`src/rtl/matrix_seq_pkg.sv`:
```
// matrix_seq_pkg: shared types and constants for the matrix op sequencer.
// Holds the FSM state enum, the NOP opcode, row geometry and the row type.
package matrix_seq_pkg;
    localparam int ROW_W    = 128;
    localparam int NUM_ROWS = 4;
    localparam logic [2:0] OP_NOP = 3'b000;
    typedef logic [ROW_W-1:0] row_t;
    typedef enum logic [3:0] {
        S_IDLE, S_RD_A, S_RD_B, S_LATCH, S_EXEC, S_WAIT, S_WR, S_FIN, S_ERR
    } seq_state_t;
endpackage

```
`src/rtl/matrix_seq_watchdog.sv`:
```
// matrix_seq_watchdog: counts consecutive cycles the sequencer spends in WAIT.
// Ports: i_clk, i_rst_n (async active-low), i_run (sequencer is in WAIT),
//        o_expire (high on the TIMEOUT-th consecutive WAIT cycle).
module matrix_seq_watchdog #(
    parameter int TIMEOUT = 32
) (
    input  logic i_clk,
    input  logic i_rst_n,
    input  logic i_run,
    output logic o_expire
);
    localparam int CW = $clog2(TIMEOUT + 1);
    logic [CW-1:0] r_cnt;
    always_ff @(posedge i_clk or negedge i_rst_n) begin
        if (!i_rst_n) r_cnt <= '0;
        else          r_cnt <= i_run ? r_cnt + 1'b1 : '0;
    end
    // r_cnt counts WAIT cycles already completed, so TIMEOUT-1 marks the last allowed one
    assign o_expire = i_run && (r_cnt == CW'(TIMEOUT - 1));
endmodule

```
`src/rtl/matrix_op_sequencer.sv`:
```
// matrix_op_sequencer: runs one ALU command over NUM_ROWS memory rows
// (read A row, read B row, execute, write result) with abort on ALU error.
// Optional build macro SEQ_TIMEOUT_EN adds a WAIT watchdog (TIMEOUT cycles).
// Ports: i_clk/i_rst_n clock and async active-low reset; i_cmd_* / o_cmd_ready
//        command handshake; o_mem_rd_* / i_mem_rd_data memory read port (data
//        one cycle after enable); o_mem_wr_* memory write port; o_alu_* /
//        i_alu_* ALU drive and status; o_busy, o_cmd_done, o_cmd_error status.
module matrix_op_sequencer
    import matrix_seq_pkg::*;
#(
    parameter int ADDR_W  = 8,
    parameter int TIMEOUT = 32
) (
    input  logic              i_clk,
    input  logic              i_rst_n,
    input  logic              i_cmd_valid,
    output logic              o_cmd_ready,
    input  logic [2:0]        i_cmd_op,
    input  logic [ADDR_W-1:0] i_cmd_src_a,
    input  logic [ADDR_W-1:0] i_cmd_src_b,
    input  logic [ADDR_W-1:0] i_cmd_dst,
    output logic              o_mem_rd_en,
    output logic [ADDR_W-1:0] o_mem_rd_addr,
    input  logic [ROW_W-1:0]  i_mem_rd_data,
    output logic              o_mem_wr_en,
    output logic [ADDR_W-1:0] o_mem_wr_addr,
    output logic [ROW_W-1:0]  o_mem_wr_data,
    output logic [2:0]        o_alu_operation,
    output logic              o_alu_clear_all,
    output logic [ROW_W-1:0]  o_alu_row_a,
    output logic [ROW_W-1:0]  o_alu_row_b,
    input  logic              i_alu_done,
    input  logic              i_alu_error,
    input  logic [ROW_W-1:0]  i_alu_result,
    output logic              o_busy,
    output logic              o_cmd_done,
    output logic              o_cmd_error
);
    seq_state_t        r_state;
    logic [1:0]        r_row;
    logic [2:0]        r_op;
    logic [ADDR_W-1:0] r_src_a, r_src_b, r_dst;
    logic              r_cmd_ready, r_busy, r_cmd_done, r_cmd_error, r_alu_clear;
    logic              r_mem_rd_en, r_mem_wr_en;
    logic [ADDR_W-1:0] r_mem_rd_addr, r_mem_wr_addr;
    row_t              r_mem_wr_data, r_alu_row_a, r_alu_row_b;
    logic [2:0]        r_alu_op;
    logic [1:0]        w_row_nxt;
    logic              w_timeout;

    assign w_row_nxt = r_row + 2'd1;

`ifdef SEQ_TIMEOUT_EN
    matrix_seq_watchdog #(.TIMEOUT(TIMEOUT)) u_watchdog (
        .i_clk    (i_clk),
        .i_rst_n  (i_rst_n),
        .i_run    (r_state == S_WAIT),
        .o_expire (w_timeout)
    );
`else
    // WAIT never expires in this build; the expression only keeps TIMEOUT referenced
    assign w_timeout = (TIMEOUT < 0);
`endif

    // Outputs are registered: each transition loads the values the next state drives.
    always_ff @(posedge i_clk or negedge i_rst_n) begin
        if (!i_rst_n) begin
            r_state       <= S_IDLE;
            r_row         <= '0;
            r_op          <= '0;
            r_src_a       <= '0;
            r_src_b       <= '0;
            r_dst         <= '0;
            r_cmd_ready   <= 1'b1;
            r_busy        <= 1'b0;
            r_cmd_done    <= 1'b0;
            r_cmd_error   <= 1'b0;
            r_alu_clear   <= 1'b0;
            r_mem_rd_en   <= 1'b0;
            r_mem_wr_en   <= 1'b0;
            r_mem_rd_addr <= '0;
            r_mem_wr_addr <= '0;
            r_mem_wr_data <= '0;
            r_alu_row_a   <= '0;
            r_alu_row_b   <= '0;
            r_alu_op      <= '0;
        end else begin
            r_mem_rd_en <= 1'b0;
            r_mem_wr_en <= 1'b0;
            r_cmd_done  <= 1'b0;
            r_cmd_error <= 1'b0;
            r_alu_clear <= 1'b0;
            case (r_state)
                S_IDLE: if (i_cmd_valid) begin
                    r_op        <= i_cmd_op;
                    r_src_a     <= i_cmd_src_a;
                    r_src_b     <= i_cmd_src_b;
                    r_dst       <= i_cmd_dst;
                    r_row       <= '0;
                    r_cmd_ready <= 1'b0;
                    r_busy      <= 1'b1;
                    if (i_cmd_op == OP_NOP) begin
                        r_state     <= S_ERR;
                        r_cmd_error <= 1'b1;
                        r_alu_clear <= 1'b1;
                    end else begin
                        r_state       <= S_RD_A;
                        r_mem_rd_en   <= 1'b1;
                        r_mem_rd_addr <= i_cmd_src_a;
                    end
                end
                S_RD_A: begin
                    r_state       <= S_RD_B;
                    r_mem_rd_en   <= 1'b1;
                    r_mem_rd_addr <= r_src_b + ADDR_W'(r_row);
                end
                S_RD_B: begin
                    r_state     <= S_LATCH;
                    r_alu_row_a <= i_mem_rd_data;
                end
                S_LATCH: begin
                    r_state     <= S_EXEC;
                    r_alu_row_b <= i_mem_rd_data;
                    r_alu_op    <= r_op;
                end
                S_EXEC: r_state <= S_WAIT;
                S_WAIT: begin
                    // error outranks done, so a failing row is never written
                    if (i_alu_error || w_timeout) begin
                        r_state     <= S_ERR;
                        r_alu_op    <= '0;
                        r_cmd_error <= 1'b1;
                        r_alu_clear <= 1'b1;
                    end else if (i_alu_done) begin
                        r_state       <= S_WR;
                        r_alu_op      <= '0;
                        r_mem_wr_en   <= 1'b1;
                        r_mem_wr_addr <= r_dst + ADDR_W'(r_row);
                        r_mem_wr_data <= i_alu_result;
                    end
                end
                S_WR: if (r_row == 2'(NUM_ROWS - 1)) begin
                    r_state     <= S_FIN;
                    r_cmd_done  <= 1'b1;
                    r_alu_clear <= 1'b1;
                end else begin
                    r_state       <= S_RD_A;
                    r_row         <= w_row_nxt;
                    r_mem_rd_en   <= 1'b1;
                    r_mem_rd_addr <= r_src_a + ADDR_W'(w_row_nxt);
                end
                S_FIN, S_ERR: begin
                    r_state     <= S_IDLE;
                    r_busy      <= 1'b0;
                    r_cmd_ready <= 1'b1;
                end
                default: r_state <= S_IDLE;
            endcase
        end
    end

    assign o_cmd_ready     = r_cmd_ready;
    assign o_mem_rd_en     = r_mem_rd_en;
    assign o_mem_rd_addr   = r_mem_rd_addr;
    assign o_mem_wr_en     = r_mem_wr_en;
    assign o_mem_wr_addr   = r_mem_wr_addr;
    assign o_mem_wr_data   = r_mem_wr_data;
    assign o_alu_operation = r_alu_op;
    assign o_alu_clear_all = r_alu_clear;
    assign o_alu_row_a     = r_alu_row_a;
    assign o_alu_row_b     = r_alu_row_b;
    assign o_busy          = r_busy;
    assign o_cmd_done      = r_cmd_done;
    assign o_cmd_error     = r_cmd_error;
endmodule

```
`config.mk`:
```
export PLATFORM = sky130hd
export DESIGN_NAME = matrix_op_sequencer
export DESIGN_NICKNAME = d
export VERILOG_FILES = /design/src/rtl/matrix_seq_pkg.sv /design/src/rtl/matrix_seq_watchdog.sv /design/src/rtl/matrix_op_sequencer.sv
export SDC_FILE = /design/constraint.sdc
export NUM_CORES = 1
export LEC_CHECK = 0
export ABC_AREA = 1
export CORE_AREA = 2 2 269 271
export CTS_CLUSTER_DIAMETER = 200
export DETAILED_ROUTE_END_ITERATION = 10
export DIE_AREA = 0 0 271 273
export SYNTH_ARGS = -nofsm -noshare
export SYNTH_HDL_FRONTEND = slang
export SYNTH_HIERARCHICAL = 1
export SYNTH_SLANG_ARGS = --single-unit
```
`constraint.sdc`:
```
create_clock -name i_clk -period 2.25 [get_ports i_clk]
set_input_delay 0.3375 -clock i_clk [delete_from_list [all_inputs] [get_ports i_clk]]
set_output_delay 0.3375 -clock i_clk [all_outputs]
set_load 0.03 [all_outputs]
```
After elaboration in Yosys (flattened, before gate mapping)
Cells that the tools add are included.
{"block": "totals", "ff_bits": 443, "latch_bits": 0, "ram_bits": 0, "romBits": 0, "in_bits": 288, "output_inout_bits": 410, "elab_cells": 85, "mem_count": 0}
{"block": "classes", "add_sub_neg": 4, "multipliers": 0, "n_div": 0, "n_lt_le_gt_ge": 0, "eq_ne": 13, "shifts": 0, "mux": 34, "n_bitwise": 1, "reduce_logical": 14}
{"op": "$pmux W4 S7", "n": 1}
{"op": "$add A8 B2 Y8", "n": 3}
{"op": "$mux W8", "n": 3}
{"op": "$pmux W8 S3", "n": 1}
{"op": "$eq A4 B3 Y1 const B", "n": 4}
{"op": "$mux W4", "n": 4}
{"op": "$mux W1", "n": 13}
{"op": "$mux W3", "n": 3}
{"op": "$eq A4 B2 Y1 const B", "n": 2}
{"op": "$reduce_and A2 Y1", "n": 4}
{"op": "$ne A2 B2 Y1 const B", "n": 3}
{"op": "$pmux W1 S2", "n": 3}
{"op": "$pmux W1 S3", "n": 2}
{"op": "$pmux W3 S2", "n": 1}
{"op": "$reduce_and A3 Y1", "n": 2}
{"op": "$reduce_bool A2 Y1", "n": 3}
{"op": "$eq A4 B1 Y1 const B", "n": 1}
{"op": "$eq A4 B4 Y1 const B", "n": 1}
{"op": "$logic_not A4 Y1", "n": 1}
{"op": "$mux W2", "n": 2}
{"op": "$pmux W2 S2", "n": 1}
{"op": "$reduce_and A4 Y1", "n": 1}
{"op": "$logic_not A3 Y1", "n": 1}
{"op": "$ne A3 B3 Y1 const B", "n": 1}
{"op": "other kinds (5)", "n": 5}

Longest topological paths before layout
Gate-level depths: netlist of the first run.
{"block": "logic_depth", "depth_word": 4, "ltp_mapped": 11, "depth_no_buf": 11}

Worst setup path after synthesis of the first run
No wires, ideal clock.
{"block": "synth_timing", "path_type": "register to register", "startpoint": "reg r_row[0]", "endpoint": "reg r_mem_rd_addr[6] (netlist: o_mem_rd_addr[6])", "setup_ns": 0.117, "t_arrival_ns": 1.607, "required_time_ns": 2.133, "setup_slack_ns": 0.526, "path_stages_with_launch": 11, "n_path_buf": 0, "path_cell_list": "dfrtp_1 -> ha_1 -> fa_1 -> nand2_1 -> nor2_1 -> nand2_1 -> nand2_1 -> nand3_1 -> nand3_1 -> nand2_1 -> nand2_1"}
{"block": "synth_between", "elab_chain_cells": 4, "word_cells_on_any_way": 8, "cone_classes": "3 x add/sub; 2 x eq/ne; 2 x mux; 1 x reduce/logical"}
{"item": "start, declared", "line_no": "matrix_op_sequencer.sv:40", "text": "logic [1:0] r_row;"}
{"item": "start signal, assigned", "line_no": "matrix_op_sequencer.sv:148", "text": "r_row <= w_row_nxt;"}
{"item": "$add A2 B1 Y2", "line_no": "matrix_op_sequencer.sv:51", "text": "assign w_row_nxt = r_row + 2'd1;"}
{"item": "$add A8 B2 Y8", "line_no": "matrix_op_sequencer.sv:150", "text": "r_mem_rd_addr <= r_src_a + ADDR_W'(w_row_nxt);"}
{"item": "$mux W8", "line_no": "matrix_op_sequencer.sv:142", "text": "S_WR: if (r_row == 2'(NUM_ROWS - 1)) begin"}
{"item": "$pmux W8 S3", "line_no": "matrix_op_sequencer.sv:93", "text": "case (r_state)"}
{"item": "end signal, assigned", "line_no": "matrix_op_sequencer.sv:109", "text": "r_mem_rd_addr <= i_cmd_src_a;"}
{"item": "end signal, assigned", "line_no": "matrix_op_sequencer.sv:115", "text": "r_mem_rd_addr <= r_src_b + ADDR_W'(r_row);"}
{"item": "end signal, assigned", "line_no": "matrix_op_sequencer.sv:150"}
{"item": "end, declared", "line_no": "matrix_op_sequencer.sv:45", "text": "logic [ADDR_W-1:0] r_mem_rd_addr, r_mem_wr_addr;"}
Parallel ways exist; a longest one is shown, timed or not. The select of a mux whose other input is x is not followed.
A chain may end at the register's enable or synchronous reset.

Worst setup path after layout of the first run
{"block": "layout_timing", "startpoint": "reg r_cmd_ready (netlist: o_cmd_ready)", "endpoint": "out o_cmd_ready"}
{"item": "start, declared", "line_no": "matrix_op_sequencer.sv:43", "text": "logic r_cmd_ready, r_busy, r_cmd_done, r_cmd_error, r_alu_clear;"}
{"item": "start signal, assigned", "line_no": "matrix_op_sequencer.sv:74", "text": "r_cmd_ready <= 1'b1;"}
{"item": "start signal, assigned", "line_no": "matrix_op_sequencer.sv:100", "text": "r_cmd_ready <= 1'b0;"}
{"item": "start signal, assigned", "line_no": "matrix_op_sequencer.sv:155", "text": "r_cmd_ready <= 1'b1;"}
{"item": "end, declared", "line_no": "matrix_op_sequencer.sv:17", "text": "output logic o_cmd_ready,"}
No word-level cell between the ends.

==> run metrics, run 1 <==
clk_skew 0.00851 ns; pwr/cell area 1560 nW/µm²; outcome complete, no violations; Comb pwr share 0.481; die area 74000 µm²; max cap viols 0; Setup Buffers After CTS 0; Req. time, crit path between 1.5 and 2 ns; Async S/R FF share, synth 1.00; placed cells about 3500; shortest period the worst path allows 2.11 ns; H-tree depth 2; Sequential Power Share 0.323; IO Port Bufs around 700; layout cells sized above 1 0.0515; DP Wirelength 43600 µm; hold crit path type in2reg; die height 273 µm; DRC violations left 0; routed vias/inst 4.09; Antenna Nets Post-Route 0; worst-skew pair later-pin latency 0.58 ns; row count 98; Clock power frac 0.196; Clock Root Buffer clkbuf_16; CTS Buffer Depth 3; CTS Buf Count a little over 50; Clock Pin Slew Worst Setup and Hold Paths 0.06 ns; maximum vdd drop 0.000840 V; Core Region 71000 µm²; DRT iter0 DRCs 827; critical path's slowest cell clkdlybuf4s50_1; Worst slew margin 0.550; area post-placement 25400 µm²; maximum clock frequency around 470 MHz; ranking of synthesized cells by area dfrtp_1 65%, nand2_1 17%, o21ai_0 8.6%; top-area cell type share of the netlist area 0.648; most instantiated library cell after synthesis nand2_1; Initial Utilization 0.240; post-synthesis register bit count 443; global-route wire length before repair 88000 µm; Critical Path Start Type register; number of flops mapped to enable cells by yosys 0; post-layout util 0.382; Internal Power between 20000 and 25000 µW; switching share of power 0.422; Pre-antenna DRT Iters 5; final hold vios 0; number of antenna violations at the first check in global routing 3; Post-Syn Instances 1866; mapped cell area roughly 17000 µm²; post_cts resized 0; Psw 17900 µW; GPL Wtd Cong 0.834; Top Family by Delay on Critical Path buffers and inverters; final setup vio count 0; Synth top cells by count 776 x nand2_1, 442 x dfrtp_1, 294 x o21ai_0, 173 x inv_1, 57 x clkbuf_1; vias in the first global route 14500; hold-fix buffers at CTS 1; final WL between 50000 and 60000 µm; CTS sink count 443; global route overflow 0; post-route cell area 27100 µm²; Setup CP Type reg2out; sequential area share after synthesis 0.650; Period Utilization, post-route 0.937; most used flip-flop cell after synthesis dfrtp_1; final cell count without fillers 3556; Distinct cells, synth 29; Slew Viols, Final 0; post-synth net total around 2200; Via Count 14600; Die Width 271 µm; buffer and inverter count on the worst path 1; post-DR wirelength/cell ~16 µm; Worst Max-Slew Pin Slew around 0.68 ns; area delta synth->final 58.9%; worst-path cell chain clkdlybuf4s50_1; Worst setup EP type output pin; setup_tns 0 ns; Data arrival, critical path 1.77 ns; Pleak roughly 0.013 µW; post-synthesis area per instance 9.15 µm²; area leader, netlist dfrtp_1; Ys Warns 6; boundary pin count 698; Total GRT Usage 0.152; CP Max Fanout 2; largest net degree at the start of global routing 118; Max stage delay on crit path 0.67 ns; Final nets 2864; Worst Slack Setup Final 0.143 ns; RSZ-0062 raised after global routing no; CTS tree done; DP Worst Slack 0.306 ns
## final timing paths
path / startpoint / slack [ns] / to / depth (start not counted)
max: o_cmd_ready$_DFFE_PN1P_ / 0.14 / o_cmd_ready / 1
min: i_alu_result[101] / 0.29 / o_mem_wr_data[101]$_DFFE_PN0P_ / 3
max reg2reg: r_state[3]$_DFFE_PN0P_ / 0.34 / o_alu_row_b[116]$_DFFE_PN0P_ / 7
min reg2reg: o_mem_wr_data[44]$_DFFE_PN0P_ / 0.47 / o_mem_wr_data[44]$_DFFE_PN0P_ / 2
max in group asynchronous: i_rst_n / 1.16 / o_cmd_ready$_DFFE_PN1P_ / 3
min in group asynchronous: i_rst_n / 0.34 / o_alu_row_b[25]$_DFFE_PN0P_ / 2
## per-layer routing
metal | vias to the layer above | wire, µm | track usage
met5 | - | 13 | 0
met2 | 473 | 28800 | 0.260
met3 | 99 | 4030 | 0.0411
met4 | 2 | 1650 | 0.0483
met1 | 6794 | 23800 | 0.186
li1 | 7186 | - | -
## layout by cell type (no fill, tap or decap), types with 4 or more instances in the layout
cell | netlist | final
buf_12 | 0 | 19
buf_4 | 0 | 21
bufinv_16 | 0 | 4
clkbuf_1 | 57 | 11
clkbuf_16 | 0 | 52
clkbuf_8 | 0 | 9
clkdlybuf4s50_1 | 0 | 696
clkinv_2 | 0 | 12
dfrtp_1 | 442 | 442
ha_1 | 7 | 7
inv_1 | 173 | 172
nand2_1 | 776 | 776
nand3_1 | 33 | 32
nor2_1 | 19 | 19
o21ai_0 | 294 | 294
## power by group through the flow
stage / logic [µW] / registers, µW / clock network, µW
finish: 20400 / 13700 / 8310
global route: 21800 / 14100 / 8910
CTS: 20600 / 13700 / 8590
floorplan: 4420 / 20000 / 0
detailed placement: 20600 / 13700 / 0
global placement: 20400 / 13700 / 0
## final cells by class
| class | count | area, µm² |
|---|---|---|
| fillers | 7049 | 43900 |
| flip-flops and latches | 443 | 11100 |
| repair buffers | 738 | 7530 |
| multi-input cells | 1155 | 4960 |
| clock buffers | 72 | 1470 |
| well taps | 950 | 1190 |
| inverters | 177 | 672 |
| clock inverters | 19 | 213 |
| diodes | 2 | 5.00 |
## state kept, by name, summed over array words and instances (netlist names), 8 cells and up
name           count
o_alu_row_a      128
r_src_b            8
o_mem_wr_addr      8
o_mem_wr_data    128
o_mem_rd_addr      8
o_alu_row_b      128
r_dst              8
r_src_a            8
## worst min-delay path, delay by kind of cell
family        cells  cell delay, ns
simple gates      2            0.10
buf+inv           1            0.39
## metrics by stage
stage	total power, µW	hold WS [ns]
final	42400	0.291
after global routing	44800	0.268
after CTS	42900	0.242
after detailed placement	34300	0.364
after global placement	34100	0.361
after floorplan	24500	0.0419
## kinds of logic after synthesis
family	Yosys count	synth area share
and+or+nand+nor	836	0.188
DFF	443	0.650
AOI/OAI and AO/OA	306	0.0911
buffers and inverters	268	0.0611
adders and majority gates	10	0.00865
xor gates and xnor gates	3	0.00154
Power figures use the tool's default switching activity.
==> run 2: changes to the inputs <==
Settings changed: CELL_PAD_IN_SITES_DETAIL_PLACEMENT from default to 1, CELL_PAD_IN_SITES_GLOBAL_PLACEMENT from default to 1, CORE_AREA 2 2 269 271 to 2 2 276 278, DIE_AREA 0 0 271 273 to 0 0 278 280, PLACE_DENSITY_LB_ADDON from default to 0.1, SKIP_CTS_REPAIR_TIMING from default to 1.
==> run 2 against run 1 <==
Worst setup slack worse by 0.0033 ns. Routed wire length up 21%. Hold slack about the same. Die area increased by 5.2%. Critical path type unchanged. Sequential power is essentially flat. Clock power rose by 8.4%. Highest routed layer unchanged. Sequential cell count unchanged. Utilization fell by 1.8 points. Non-clock buffer count up 6.
==> run metrics, run 2 (synthesis gave the netlist of run 1 again) <==
CTS Buffer Depth 3 (unchanged); largest net degree at the start of global routing 89 (was 118); depth of the worst register-to-register path 8 (was 7); shortest period the worst path allows 2.11 ns (about the same); Clock Root Buffer clkbuf_16 (unchanged); outcome complete, no violations (unchanged); maximum vdd drop 0.000827 V (was 0.000840 V); max cap viols 0 (unchanged); Setup CP Type reg2out (unchanged); boundary pin count 698 (unchanged); Pleak 0.0131 µW (was 0.0129 µW); Req. time, crit path 1.91 ns (about the same); CTS Buf Count 54 (was 51); global route overflow 0 (unchanged); critical path's slowest cell clkdlybuf4s50_1 (unchanged); Worst setup EP type output pin (unchanged); Worst R2R Setup Slack 0.31 ns (was 0.34 ns); Via Count 15000 (was 14600); Design Power 43700 µW (was 42400 µW); r2r startpoint r_state[3]$_DFFE_PN0P_ (unchanged); layout cells sized above 1 0.0539 (was 0.0515); hold slack 0.291 ns (about the same); Clock Pin Slew Worst Setup and Hold Paths 0.06 ns (about the same); most frequent cells in the layout 776 x nand2_1, 695 x clkdlybuf4s50_1, 442 x dfrtp_1, 294 x o21ai_0, 172 x inv_1 (was 776 x nand2_1, 696 x clkdlybuf4s50_1, 442 x dfrtp_1, 294 x o21ai_0, 172 x inv_1); hold crit path type in2reg (unchanged); placed cells 3496 (was 3462); vias in the first global route 16400 (was 14500); area delta synth->final 60.5% (was 58.9%); CTS tree done (unchanged); Critical Path Start Type register (unchanged); die area 77800 µm² (was 74000 µm²); clk_skew 0.0176 ns (was 0.00851 ns); Hold Path End o_mem_wr_data[102]$_DFFE_PN0P_ (was o_mem_wr_data[101]$_DFFE_PN0P_); hold path start i_alu_result[102] (was i_alu_result[101]); met3 Usage GRT 0.0604 (was 0.0411); Die Width 278 µm (was 271 µm); number of antenna violations at the first check in global routing 11 (was 3); H-tree depth 2 (unchanged); routed vias/inst 4.17 (was 4.09); final hold vios 0 (unchanged); Pre-antenna DRT Iters 5 (unchanged); pwr/cell area 1600 nW/µm² (was 1560 nW/µm²); Slew Viols, Final 0 (unchanged); Max stage delay on crit path 0.84 ns (was 0.67 ns); setup_tns 0 ns (unchanged); Top Family by Delay on Critical Path buffers and inverters (unchanged); maximum clock frequency 474 MHz (was 475 MHz); met1 Use GR 0.204 (was 0.186); Data arrival, critical path 1.77 ns (about the same); final cell count without fillers 3600 (was 3556); DRC violations left 0 (unchanged); Global Route met2 Usage 0.307 (was 0.260); global-route wire length before repair 105000 µm (was 88000 µm); FF-to-FF End o_alu_row_b[24]$_DFFE_PN0P_ (was o_alu_row_b[116]$_DFFE_PN0P_); RSZ-0062 raised after global routing no (unchanged); post-DR wirelength/cell 19.5 µm (was 16.4 µm); Total GRT Usage 0.177 (was 0.152); DP Worst Slack 0.196 ns (was 0.306 ns); die height 280 µm (was 273 µm); DRT iter0 DRCs 661 (was 827); worst-path cell chain clkdlybuf4s50_1 (unchanged); hold path cells 3 (unchanged); Period Utilization, post-route 0.938 (was 0.937); IO Port Bufs 697 (unchanged); Final nets 2873 (was 2864); GPL Wtd Cong 0.824 (was 0.834); Core Region 75200 µm² (was 71000 µm²); CTS sink count 443 (unchanged); DP Wirelength 53600 µm (was 43600 µm); row count 101 (was 98); Top Usage Layer GRT met2 (unchanged); final setup vio count 0 (unchanged); # fillers 8553 (was 7049); Worst Slack Setup Final 0.139 ns (was 0.143 ns); Initial Utilization 0.227 (was 0.240); worst-skew pair later-pin latency 0.59 ns (was 0.58 ns); Antenna Nets Post-Route 0 (unchanged); CP Max Fanout 2 (unchanged); Worst Max-Slew Pin Slew 0.673 ns (was 0.675 ns); Worst slew margin 0.551 (was 0.550); final WL 70300 µm (was 58300 µm); commonest non-fill, non-tap cell in the layout nand2_1 (unchanged); buffer and inverter count on the worst path 1 (unchanged)
## run 2: cell count changes in the layout (fill, tap and decap cells not counted)
cell             before  now
clkdlybuf4s50_1     696  695
buf_12               19   22
clkbuf_16            52   55
clkinv_8              1    0
clkinv_2             12    4
clkbuf_8              9   15
bufinv_16             4    5
buf_4                21   24
diode_2               2    6
clkbuf_1             11   16
dlymetal6s2s_1        0    1
## run 2: routing by layer
metal / share of wire / up-vias
met3: 0.077 / 98
met1: 0.39 / 7306
li1: - / 7201
met5: 0.00060 / -
met4: 0.031 / 6
met2: 0.50 / 412
## run 2: stage by stage
stage / instance area (µm²) / util
after floorplan: 17100 / -
after global placement: 25500 / 0.340
after detailed placement: 25500 / 0.340
after CTS: 27400 / 0.364
after global routing: 27400 / 0.364
final: 27400 / 0.364
## run 2: worst register-to-register path: stages (launching register included)
cell	delay, ns
dfrtp_1	0.44
nor2_2	0.24
inv_1	0.09
nor2_1	0.27
inv_6	0.18
buf_12	0.26
buf_12	0.18
nand2_1	0.07
o21ai_0	0.08
## run 2: how the worst max path moves through the flow
stage / startpoint / end / slack, ns / depth (start not counted)
floorplan: r_row[0]$_DFFE_PN0P_ / o_mem_rd_addr[6]$_DFFE_PN0P_ / 0.53 / 10
global placement: i_alu_done / o_mem_wr_data[45]$_DFFE_PN0P_ / 0.22 / 7
detailed placement: i_alu_done / o_mem_wr_data[72]$_DFFE_PN0P_ / 0.20 / 7
CTS: o_cmd_ready$_DFFE_PN1P_ / o_cmd_ready / -0.03 / 1
global route: o_busy$_DFFE_PN0P_ / o_busy / 0.02 / 1
finish: o_mem_wr_addr[2]$_DFFE_PN0P_ / o_mem_wr_addr[2] / 0.14 / 1
## run 2: layout make-up
cell class / instances / area (µm²) / area share
Antenna cell: 6 / 15.0 / 0.000548
Clock buffer: 86 / 1640 / 0.0600
Clock inverter: 11 / 186 / 0.00680
Inverter: 177 / 672 / 0.0245
Multi-Input combinational cell: 1155 / 4960 / 0.181
Sequential cell: 443 / 11100 / 0.405
Tap cell: 978 / 1220 / 0.0447
Timing Repair Buffer: 744 / 7610 / 0.278
## run 2: power by group
group	switching [µW]	internal [µW]	leakage (µW)
Sequential	2050	11600	0.00554
Combinational	13100	7980	0.00662
Clock	3480	5530	0.000896
==> run 3: changes to the inputs <==
Settings changed: CTS_CLUSTER_DIAMETER 200 to 30.
==> run 3 against run 2 <==
Sequential cell count unchanged. Non-clock buffer count unchanged. First-iteration DRC count decreased by 7.1%. Register-to-register slack got worse by 0.06 ns. Utilization increased by 4.0 points. Cell count increased by 4.1%. Sequential power about the same. Clock power increased by 120%. Power increased by 24%. Critical endpoint is now o_mem_wr_data[78]. Highest routed layer unchanged.
==> run metrics, run 3 (synthesis gave the netlist of run 1 again) <==
DP Wirelength 53600 µm (unchanged); Worst slew margin 0.556 (was 0.551); buffer and inverter count on the worst path 1 (unchanged); Max stage delay on crit path 0.80 ns (was 0.84 ns); Data arrival, critical path 1.83 ns (was 1.77 ns); die area 77800 µm² (unchanged); Initial Utilization 0.227 (unchanged); Period Utilization, post-route 0.964 (was 0.938); Worst Slack Setup Final 0.0801 ns (was 0.139 ns); Internal Power 33400 µW (was 25100 µW); largest net degree at the start of global routing 89 (unchanged); global-route wire length before repair 109000 µm (was 105000 µm); global route overflow 0 (unchanged); Sequential Power Share 0.252 (was 0.312); Setup CP Type reg2out (unchanged); Hold Path End o_mem_wr_data[108]$_DFFE_PN0P_ (was o_mem_wr_data[102]$_DFFE_PN0P_); hold path cells 3 (unchanged); hold crit path type in2reg (unchanged); Worst Max-Slew Pin Slew 0.666 ns (was 0.673 ns); GPL Wtd Cong 0.824 (unchanged); shortest period the worst path allows 2.17 ns (was 2.11 ns); # fillers 8388 (was 8553); worst-path cell chain clkdlybuf4s50_1 (unchanged); final setup vio count 0 (unchanged); Core Region 75200 µm² (unchanged); Design Power 54300 µW (was 43700 µW); DRC violations left 0 (unchanged); most frequent cells in the layout 776 x nand2_1, 691 x clkdlybuf4s50_1, 442 x dfrtp_1, 294 x o21ai_0, 172 x inv_1 (was 776 x nand2_1, 695 x clkdlybuf4s50_1, 442 x dfrtp_1, 294 x o21ai_0, 172 x inv_1); worst-skew pair later-pin latency 0.70 ns (was 0.59 ns); pwr/cell area 1790 nW/µm² (was 1600 nW/µm²); commonest non-fill, non-tap cell in the layout nand2_1 (unchanged); r2r startpoint r_row[0]$_DFFE_PN0P_ (was r_state[3]$_DFFE_PN0P_); row count 101 (unchanged); switching share of power 0.386 (was 0.426); boundary pin count 698 (unchanged); final hold vios 0 (unchanged); H-tree depth 4 (was 2); hold path start i_alu_result[108] (was i_alu_result[102]); Req. time, crit path 1.91 ns (about the same); CTS Buffer Depth 3 (unchanged); final WL 72500 µm (was 70300 µm); CTS tree done (unchanged); outcome complete, no violations (unchanged); post-layout util 0.404 (was 0.364); layout cells sized above 1 0.102 (was 0.0539); Psw 21000 µW (was 18600 µW); IO Port Bufs 697 (unchanged); maximum vdd drop 0.000748 V (was 0.000827 V); post-DR wirelength/cell 19.4 µm (was 19.5 µm); Critical Path Start Type register (unchanged); clk_skew 0.0286 ns (was 0.0176 ns); Worst R2R Setup Slack 0.25 ns (was 0.31 ns); Slew Viols, Final 0 (unchanged); Pre-antenna DRT Iters 6 (was 5); maximum clock frequency 461 MHz (was 474 MHz); Pleak 0.0146 µW (was 0.0131 µW); hold slack 0.187 ns (was 0.291 ns); Clock Pin Slew Worst Setup and Hold Paths 0.04 ns (was 0.06 ns); depth of the worst register-to-register path 10 (was 8); Comb pwr share 0.389 (was 0.482); FF-to-FF End o_mem_rd_addr[6]$_DFFE_PN0P_ (was o_alu_row_b[24]$_DFFE_PN0P_); CTS Buf Count 140 (was 54); Worst setup EP type output pin (unchanged); Top Family by Delay on Critical Path buffers and inverters (unchanged); area delta synth->final 78.0% (was 60.5%); Via Count 15600 (was 15000); Antenna Nets Post-Route 0 (unchanged); Die Width 278 µm (unchanged); routed vias/inst 4.18 (was 4.17); RSZ-0062 raised after global routing no (unchanged); vias in the first global route 17400 (was 16400); Total GRT Usage 0.185 (was 0.177); Final nets 2959 (was 2873); DP Worst Slack 0.196 ns (unchanged); die height 280 µm (unchanged); critical path's slowest cell clkdlybuf4s50_1 (unchanged); Clock Root Buffer clkbuf_16 (unchanged); Clock power frac 0.359 (was 0.206); DRT iter0 DRCs 614 (was 661); max cap viols 0 (unchanged); CTS sink count 443 (unchanged); number of antenna violations at the first check in global routing 6 (was 11); CP Max Fanout 2 (unchanged)
==> run 3: cell count changes in the layout (fill, tap and decap cells not counted), sizes merged <==
| cell | delta |
|---|---|
| inv | +4 |
| dlymetal6s2s | +4 |
| clkbuf | +117 |
| clkdlybuf4s50 | -4 |
| diode | -5 |
| clkinvlp | +4 |
| bufinv | +5 |
| clkinv | +23 |
==> run 3: worst max path at each step <==
stage	startpoint	end	slack [ns]	depth (start not counted)
6_report	o_mem_wr_data[78]$_DFFE_PN0P_	o_mem_wr_data[78]	0.08	1
5_1_grt	o_mem_wr_data[125]$_DFFE_PN0P_	o_mem_wr_data[125]	0.006	1
4_1_cts	o_cmd_ready$_DFFE_PN1P_	o_cmd_ready	-0.1	1
3_5_place_dp	i_alu_done	o_mem_wr_data[72]$_DFFE_PN0P_	0.20	7
3_3_place_gp	i_alu_done	o_mem_wr_data[45]$_DFFE_PN0P_	0.22	7
2_1_floorplan	r_row[0]$_DFFE_PN0P_	o_mem_rd_addr[6]$_DFFE_PN0P_	0.53	10
==> run 3: per-stage QoR <==
| stage | cell area [µm²] | std cells | TNS, ns |
|---|---|---|---|
| 3_3_place_gp | 25500 | 3496 | 0 |
| 5_1_grt | 30400 | 3748 | 0 |
| 2_1_floorplan | 17100 | 1866 | 0 |
| 6_report | 30400 | 3748 | 0 |
| 3_5_place_dp | 25500 | 3496 | 0 |
| 4_1_cts | 30400 | 3746 | -0.140 |
==> run 3: cell type report <==
cell class	count	area [µm²]	area share
flip-flops and latches	443	11100	0.365
repair buffers	744	7620	0.251
multi-input cells	1155	4960	0.163
clock buffers	203	4110	0.135
well taps	978	1220	0.0403
clock inverters	47	711	0.0234
inverters	177	672	0.0221
diodes	1	2.50	0.0000823
==> run 3: metal layers <==
metal  up-vias  GRT usage  share of wire
met1      7615      0.205           0.38
met3       114     0.0758          0.082
met4         8     0.0593          0.021
met2       479      0.322           0.51
met5         -          0        0.00077
li1       7433          -              -
==> run 3: power by group through the flow <==
stage	clock, µW	sequential, µW	combinational, µW
floorplan	0	20000	4420
global placement	0	13600	21200
detailed placement	0	13800	21400
CTS	19900	13800	21500
global route	20500	14200	22700
finish	19500	13700	21100
